<file path="src/rtl/bht_branch_predictor_if.sv">
// Fetch/Execute-side signal bundle for the branch history table.
// master: core pipeline (drives PCs and resolve inputs)
// slave : predictor (drives prediction, resolve and counter outputs)
interface bht_branch_predictor_if #(
  parameter int PC_WIDTH  = 32,
  parameter int CNT_WIDTH = 32
);
  logic [PC_WIDTH-1:0]  PCF;
  logic                 PredictedF;
  logic [PC_WIDTH-1:0]  PCE;
  logic [PC_WIDTH-1:0]  PCTargetE;
  logic [PC_WIDTH-1:0]  PCPlus4E;
  logic                 BranchE;
  logic                 JumpE;
  logic                 PredictedE;
  logic                 ActualE;
  logic                 StallE;
  logic                 Eval_branch;
  logic                 Target_sel;
  logic [PC_WIDTH-1:0]  RedirectPCE;
  logic                 Prediction_Correct;
  logic [CNT_WIDTH-1:0] BranchCount;
  logic [CNT_WIDTH-1:0] MispredictCount;

  modport master (
    output PCF, PCE, PCTargetE, PCPlus4E, BranchE, JumpE,
           PredictedE, ActualE, StallE,
    input  PredictedF, Eval_branch, Target_sel, RedirectPCE,
           Prediction_Correct, BranchCount, MispredictCount
  );

  modport slave (
    input  PCF, PCE, PCTargetE, PCPlus4E, BranchE, JumpE,
           PredictedE, ActualE, StallE,
    output PredictedF, Eval_branch, Target_sel, RedirectPCE,
           Prediction_Correct, BranchCount, MispredictCount
  );
endinterface

</file>
<file path="src/rtl/bht_branch_predictor.sv">
// PC-indexed table of saturating counters. Predicts in Fetch (combinational
// read), resolves in Execute (combinational flush/redirect), learns on the
// clock edge for conditional branches only.
// Optional macro BHT_PERF_COUNTERS_EN: implements BranchCount and
// MispredictCount; when undefined both outputs are tied to 0.
module bht_branch_predictor #(
  parameter int ENTRIES   = 64,
  parameter int CTR_BITS  = 2,
  parameter int PC_WIDTH  = 32,
  parameter int CNT_WIDTH = 32
) (
  input  logic clk,
  input  logic reset,
  bht_branch_predictor_if.slave bus
);

  localparam int IDX = $clog2(ENTRIES);
  // Weakly not-taken: one below the taken threshold (0 for a 1-bit counter).
  localparam logic [CTR_BITS-1:0] CTR_INIT = CTR_BITS'((1 << (CTR_BITS - 1)) - 1);
  localparam logic [CTR_BITS-1:0] CTR_MAX  = '1;

  logic [CTR_BITS-1:0] ctr_q [ENTRIES];

  logic [IDX-1:0]      rd_idx;
  logic [IDX-1:0]      wr_idx;
  logic [CTR_BITS-1:0] wr_ctr;
  logic                valid;
  logic                mispredict;
  logic                tsel;
  logic                table_we;

  assign rd_idx = bus.PCF[IDX+1:2];
  assign wr_idx = bus.PCE[IDX+1:2];
  assign wr_ctr = ctr_q[wr_idx];

  // Read returns the registered value, so a same-index update this cycle
  // is only seen after the edge.
  assign bus.PredictedF = ctr_q[rd_idx][CTR_BITS-1];

  // Resolve: stall does not gate these, so a flush is never dropped.
  assign valid                  = bus.BranchE | bus.JumpE;
  assign mispredict             = valid & (bus.PredictedE ^ bus.ActualE);
  assign tsel                   = ~(~bus.PredictedE & bus.ActualE);
  assign bus.Eval_branch        = mispredict;
  assign bus.Prediction_Correct = valid & ~(bus.PredictedE ^ bus.ActualE);
  assign bus.Target_sel         = tsel;
  assign bus.RedirectPCE        = tsel ? bus.PCPlus4E : bus.PCTargetE;

  // Jumps are always taken, so only conditional branches train the table.
  assign table_we = bus.BranchE & ~bus.StallE;

  // Saturating counter update for the Execute-stage index.
  always_ff @(posedge clk or posedge reset) begin
    if (reset) begin
      for (int i = 0; i < ENTRIES; i++) begin
        ctr_q[i] <= CTR_INIT;
      end
    end else if (table_we) begin
      if (bus.ActualE) begin
        if (wr_ctr != CTR_MAX) ctr_q[wr_idx] <= wr_ctr + CTR_BITS'(1);
      end else begin
        if (wr_ctr != '0) ctr_q[wr_idx] <= wr_ctr - CTR_BITS'(1);
      end
    end
  end

`ifdef BHT_PERF_COUNTERS_EN
  logic [CNT_WIDTH-1:0] branch_cnt_q;
  logic [CNT_WIDTH-1:0] mispredict_cnt_q;

  // Saturating resolved-instruction and mispredict counters.
  always_ff @(posedge clk or posedge reset) begin
    if (reset) begin
      branch_cnt_q     <= '0;
      mispredict_cnt_q <= '0;
    end else if (valid && !bus.StallE) begin
      if (branch_cnt_q != '1) branch_cnt_q <= branch_cnt_q + CNT_WIDTH'(1);
      if (mispredict && (mispredict_cnt_q != '1))
        mispredict_cnt_q <= mispredict_cnt_q + CNT_WIDTH'(1);
    end
  end

  assign bus.BranchCount     = branch_cnt_q;
  assign bus.MispredictCount = mispredict_cnt_q;
`else
  assign bus.BranchCount     = '0;
  assign bus.MispredictCount = '0;
`endif

  // PC bits outside the index field do not affect the table.
  logic unused_pc_bits;
  assign unused_pc_bits = ^{bus.PCF[PC_WIDTH-1:IDX+2], bus.PCF[1:0],
                            bus.PCE[PC_WIDTH-1:IDX+2], bus.PCE[1:0]};

endmodule
</file>
<file path="src/flat_wrapper.sv">
// flat-port wrapper written by rule: the top's interface ports become plain ports
module bht_branch_predictor_flat 
#(
  parameter int ENTRIES   = 64,
  parameter int CTR_BITS  = 2,
  parameter int PC_WIDTH  = 32,
  parameter int CNT_WIDTH = 32
)
  (clk, reset, bus_PCF, bus_PCE, bus_PCTargetE, bus_PCPlus4E, bus_BranchE, bus_JumpE, bus_PredictedE, bus_ActualE, bus_StallE, bus_PredictedF, bus_Eval_branch, bus_Target_sel, bus_RedirectPCE, bus_Prediction_Correct, bus_BranchCount, bus_MispredictCount);
  bht_branch_predictor_if #(.PC_WIDTH(PC_WIDTH), .CNT_WIDTH(CNT_WIDTH)) bus_i ();
  input  logic clk;
  input  logic reset;
  input wire logic [$bits(bus_i.PCF)-1:0] bus_PCF;
  input wire logic [$bits(bus_i.PCE)-1:0] bus_PCE;
  input wire logic [$bits(bus_i.PCTargetE)-1:0] bus_PCTargetE;
  input wire logic [$bits(bus_i.PCPlus4E)-1:0] bus_PCPlus4E;
  input wire logic [$bits(bus_i.BranchE)-1:0] bus_BranchE;
  input wire logic [$bits(bus_i.JumpE)-1:0] bus_JumpE;
  input wire logic [$bits(bus_i.PredictedE)-1:0] bus_PredictedE;
  input wire logic [$bits(bus_i.ActualE)-1:0] bus_ActualE;
  input wire logic [$bits(bus_i.StallE)-1:0] bus_StallE;
  output wire logic [$bits(bus_i.PredictedF)-1:0] bus_PredictedF;
  output wire logic [$bits(bus_i.Eval_branch)-1:0] bus_Eval_branch;
  output wire logic [$bits(bus_i.Target_sel)-1:0] bus_Target_sel;
  output wire logic [$bits(bus_i.RedirectPCE)-1:0] bus_RedirectPCE;
  output wire logic [$bits(bus_i.Prediction_Correct)-1:0] bus_Prediction_Correct;
  output wire logic [$bits(bus_i.BranchCount)-1:0] bus_BranchCount;
  output wire logic [$bits(bus_i.MispredictCount)-1:0] bus_MispredictCount;
  assign bus_i.PCF = bus_PCF;
  assign bus_i.PCE = bus_PCE;
  assign bus_i.PCTargetE = bus_PCTargetE;
  assign bus_i.PCPlus4E = bus_PCPlus4E;
  assign bus_i.BranchE = bus_BranchE;
  assign bus_i.JumpE = bus_JumpE;
  assign bus_i.PredictedE = bus_PredictedE;
  assign bus_i.ActualE = bus_ActualE;
  assign bus_i.StallE = bus_StallE;
  assign bus_PredictedF = bus_i.PredictedF;
  assign bus_Eval_branch = bus_i.Eval_branch;
  assign bus_Target_sel = bus_i.Target_sel;
  assign bus_RedirectPCE = bus_i.RedirectPCE;
  assign bus_Prediction_Correct = bus_i.Prediction_Correct;
  assign bus_BranchCount = bus_i.BranchCount;
  assign bus_MispredictCount = bus_i.MispredictCount;
  bht_branch_predictor #(.ENTRIES(ENTRIES), .CTR_BITS(CTR_BITS), .PC_WIDTH(PC_WIDTH), .CNT_WIDTH(CNT_WIDTH)) u_core (.clk(clk), .reset(reset), .bus(bus_i));
endmodule
</file>
<file path="config.mk">
export PLATFORM = sky130hd
export DESIGN_NAME = bht_branch_predictor_flat
export DESIGN_NICKNAME = d
export VERILOG_FILES = /design/src/rtl/bht_branch_predictor_if.sv /design/src/rtl/bht_branch_predictor.sv /design/src/flat_wrapper.sv
export SDC_FILE = /design/constraint.sdc
export NUM_CORES = 1
export LEC_CHECK = 0
export ABC_AREA = 0
export CAP_MARGIN = 20
export CORE_MARGIN = 1.5
export CORE_UTILIZATION = 31
export DETAILED_ROUTE_END_ITERATION = 8
export SETUP_SLACK_MARGIN = 0.4
export SYNTH_ARGS = -nofsm -noshare
export SYNTH_HDL_FRONTEND = slang
export SYNTH_SLANG_ARGS = --single-unit
</file>
<file path="constraint.sdc">
create_clock -name clk -period 5.5 [get_ports clk]
set_input_delay 0.825 -clock clk [delete_from_list [all_inputs] [get_ports clk]]
set_output_delay 0.825 -clock clk [all_outputs]
set_load 0.1 [all_outputs]
</file>
==> results summary <==
Dividing the detail-routed wire length by the instance count gives 20.7 um. The worst setup path is launched from a primary input. The final estimated routing congestion in global placement is 0.811. The worst relative slew slack is 0.325. The cell area power density is 318 nW/um^2. The number of gates given a new drive strength after cts came out at 0. The final count of negative-setup-slack endpoints is 0. The DRC violations left is 0.

The signal on the critical path passes through clkdlybuf4s50_1, buf_4, and2_4, a221oi_1, nor2_1, nor2_1, o21a_1, nand4_1, ha_1, mux2i_1, and4_1, nand2_1, nor2_1, mux2_2. The final number of hold-violating endpoints is 0. STA classifies the critical path endpoint as a register. The async set-reset flop share out of synthesis is 1.00.

The number of placement rows is 57. TritonCTS built the clock tree. The multi-input combinational cells in the finished layout cover a total of 4060 um^2. The total power consumption of the routed design came out at 3.09 mW.

The max-slew violation count is 0. The simple-gate share of the synthesized area is 0.0833. The cell at the slowest stage of the critical path is sky130_fd_sc_hd__clkdlybuf4s50_1.

By count the netlist is led by 163 x sky130_fd_sc_hd__mux2_2, 66 x sky130_fd_sc_hd__buf_4, 64 x sky130_fd_sc_hd__dfrtp_1, 64 x sky130_fd_sc_hd__dfstp_2. The number of nets with antenna violations after detailed routing came out at 0. In the synthesized netlist the dominant register cell turns out to be sky130_fd_sc_hd__dfstp_2. The number of vias per cell is 5.15. The fraction of the mapped netlist area in adder cells is 0.00480. The number of library cell types mapped by synthesis is 50. Setup repair after global routing left no endpoint under its margin.

The number of buffers added by the clock tree synthesis step is 17. The number of buffers inserted to repair setup after CTS came out at 0. Measured against the total synthesized area, the mux share comes to 0.333.

The clock slew at the register clock pins of the worst setup and hold paths is 0.06 ns. The worst path in the final design needs a cycle of 4.57 ns, including I/O delays and setup. The leakage dissipation came out at 4.12 nW. The maximum clock frequency is 219 MHz. The count of routing violations after the opening detailed-route iteration is 392. The overall track demand over capacity in global routing came out at 0.182. At the pin with the least slew margin, the transition time is 1.01 ns. The xor/xnor cell area share of the yosys netlist is 0.00112.

The top-area cell type share of the netlist area came out at 0.235. The via total after detailed routing came out at 5797. For this run, the number of Yosys warnings is 0. Dividing the final minimum period by the clock period gives 0.831. The share of the Yosys chip area taken by registers is 0.420. Relative to the synthesized area, the layout overhead comes to 24.1%. The number of hold buffers added after cts is 0.

The via count of the first global-routing pass is 5735. The endpoint required time on the critical path came out at 5.81 ns. The final antenna diode count is 0. The post-placement setup slack came out at 0.581 ns.

The mapped cell area is 7820 um^2. Buffers placed on the I/O ports in this run total 118. The half-perimeter wire length after detailed placement came out at 16800 um. The length of the first detailed-routing pass in iterations is 6.

The most prevalent standard cell on the critical path is sky130_fd_sc_hd__nor2_1. The initial antenna violation count came out at 0. The maximum net fanout on the critical path came out at 19.

The die outline area is 26200 um^2. The CTS H-tree depth came out at 4. The share of the synthesized area in compound gates (AO/OA/AOI/OAI) is 0.0657. The wire length of the first global-routing pass is 35400 um.

The maximum ir drop on the vdd rail came out at 0.200 mV. At the later pin of the worst-skew pair, clock insertion delay measures 0.42 ns. Global routing finished with a remaining overflow of 0.

In this run the mean area of a mapped cell was 11.7 um^2. The number of buffers between clock root and the deepest sink came out at 2. The tightest min-delay check is of the register to register type. The synthesized flop and latch total came out at 128. The area taken by flip-flops and latches came out at 3280 um^2. The run finished with clean final reports.

By area the synthesized netlist is led by sky130_fd_sc_hd__mux2_2 23%, sky130_fd_sc_hd__dfstp_2 22%, sky130_fd_sc_hd__dfrtp_1 20%, sky130_fd_sc_hd__buf_4 6.3%, sky130_fd_sc_hd__mux4_2 6.3%. The post-route core utilization came out at 0.396. Clock tree synthesis found a total of 128 sinks. After synthesis, the largest family of logic cells by area is multiplexers. From bottom edge to top edge, the die measures 162 um. The tool flagged a number of max-cap violations equal to 0.

The root cell of the clock tree is sky130_fd_sc_hd__clkbuf_16. The number of filler instances in the final layout is 2363. In the synthesized netlist, the number of instances is 666.

Adding up every negative setup slack in the final design gives 0 ns. On the final layout, the worst clock skew is 0.00782 ns. Of the cells placed in the final design, the portion with a size suffix greater than 1 is 0.441.

The setup slack after layout came out at 0.931 ns. Summed over all layers, the routed wires come to 23300 um. The worst setup path is of the primary input to register kind. The floorplan step set the die width to 162 um. In the post-synthesis netlist, the cell with the most instances is sky130_fd_sc_hd__mux2_2. sky130_fd_sc_hd__mux2_2 takes more of the synthesized area than any other cell. In this run the standard cell core region covers 24500 um^2. The number of flops mapped to enable cells by yosys is 0. The tightest hold margin is 0.539 ns. The number of top-level pins is 235. The initial core utilization is 0.319.

The maximum number of pins on one net before global-route repair is 71. The critical path data arrival time came out at 4.88 ns. The post-layout net count is 926.

For this run, the slowest stage of the critical path takes 0.61 ns.
[per-stage QoR]
step	cells	instance area, um^2
after floorplan	729	8060
after CTS	1125	9710
final	1125	9710
after global placement	1093	9110
after detailed placement	1093	9110
after global routing	1125	9710
[path summary, 6_finish.rpt]
check                           slack [ns]                    startpoint  cells past startpoint                      endpoint
worst max-delay path                  0.93                    bus_PCE[2]                     14  u_core.ctr_q[33]$_DFFE_PP0P_
worst min register to register        0.54  u_core.ctr_q[15]$_DFFE_PP0P_                      1  u_core.ctr_q[15]$_DFFE_PP0P_
worst min-delay path                  0.54  u_core.ctr_q[15]$_DFFE_PP0P_                      1  u_core.ctr_q[15]$_DFFE_PP0P_
max in group asynchronous             3.53                         reset                      3    asynchronous set/reset pin
worst max register to register        1.93  u_core.ctr_q[75]$_DFFE_PP0P_                     10  u_core.ctr_q[33]$_DFFE_PP0P_
min in group asynchronous             0.94                         reset                      2  u_core.ctr_q[75]$_DFFE_PP0P_
[cell type report]
class                      count  share of cell area
multi-input combinational    487               0.418
sequential                   128               0.338
timing repair buffer         148               0.137
clock buffer                  23              0.0513
tap                          324              0.0418
clock inverter                 9              0.0108
inverter                       6             0.00258
[power by group]
part / leakage (nW) / total [mW] / switching (mW) / internal [mW]
Sequential: 1.54 / 1.13 / 0.0604 / 1.07
Clock: 0.287 / 1.15 / 0.424 / 0.724
Combinational: 2.29 / 0.809 / 0.559 / 0.249
Total: 4.12 / 3.09 / 1.04 / 2.05
[layout by cell type, fill, tap and decap left out, drive strengths merged, types with 4 or more instances in the layout]
master / count
dfrtp: 64
clkinvlp: 4
a221oi: 13
nor2b: 7
conb: 64
buf: 64
a21oi: 6
clkbuf: 23
clkdlybuf4s50: 84
mux4: 22
nor2: 49
mux2: 163
a22oi: 10
a31oi: 6
nand3: 6
inv: 6
nand2: 48
o22ai: 10
dfstp: 64
a221o: 4
o21ai: 7
mux2i: 27
[cell families after synthesis]
family | Yosys count
AOI/OAI and AO/OA | 68
xor gates and xnor gates | 1
adders and majority gates | 3
buffers and inverters | 114
DFF | 128
muxes | 212
other | 1
and+or+nand+nor | 139
[per-layer routing]
| metal | GRT usage | wire length, um |
|---|---|---|
| met5 | 0 | 0 |
| met4 | 0.0575 | 425 |
| met3 | 0.0363 | 1530 |
| met2 | 0.314 | 11700 |
| met1 | 0.229 | 9700 |
[worst max-delay path, delay by kind of cell]
kind | cells | cell delay, ns
AOI/OAI and AO/OA | 2 | 0.53
adders and majority gates | 1 | 0.22
buffers and inverters | 2 | 0.88
muxes | 2 | 0.52
and+or+nand+nor | 7 | 1.88
Power figures use the tool's default switching activity.
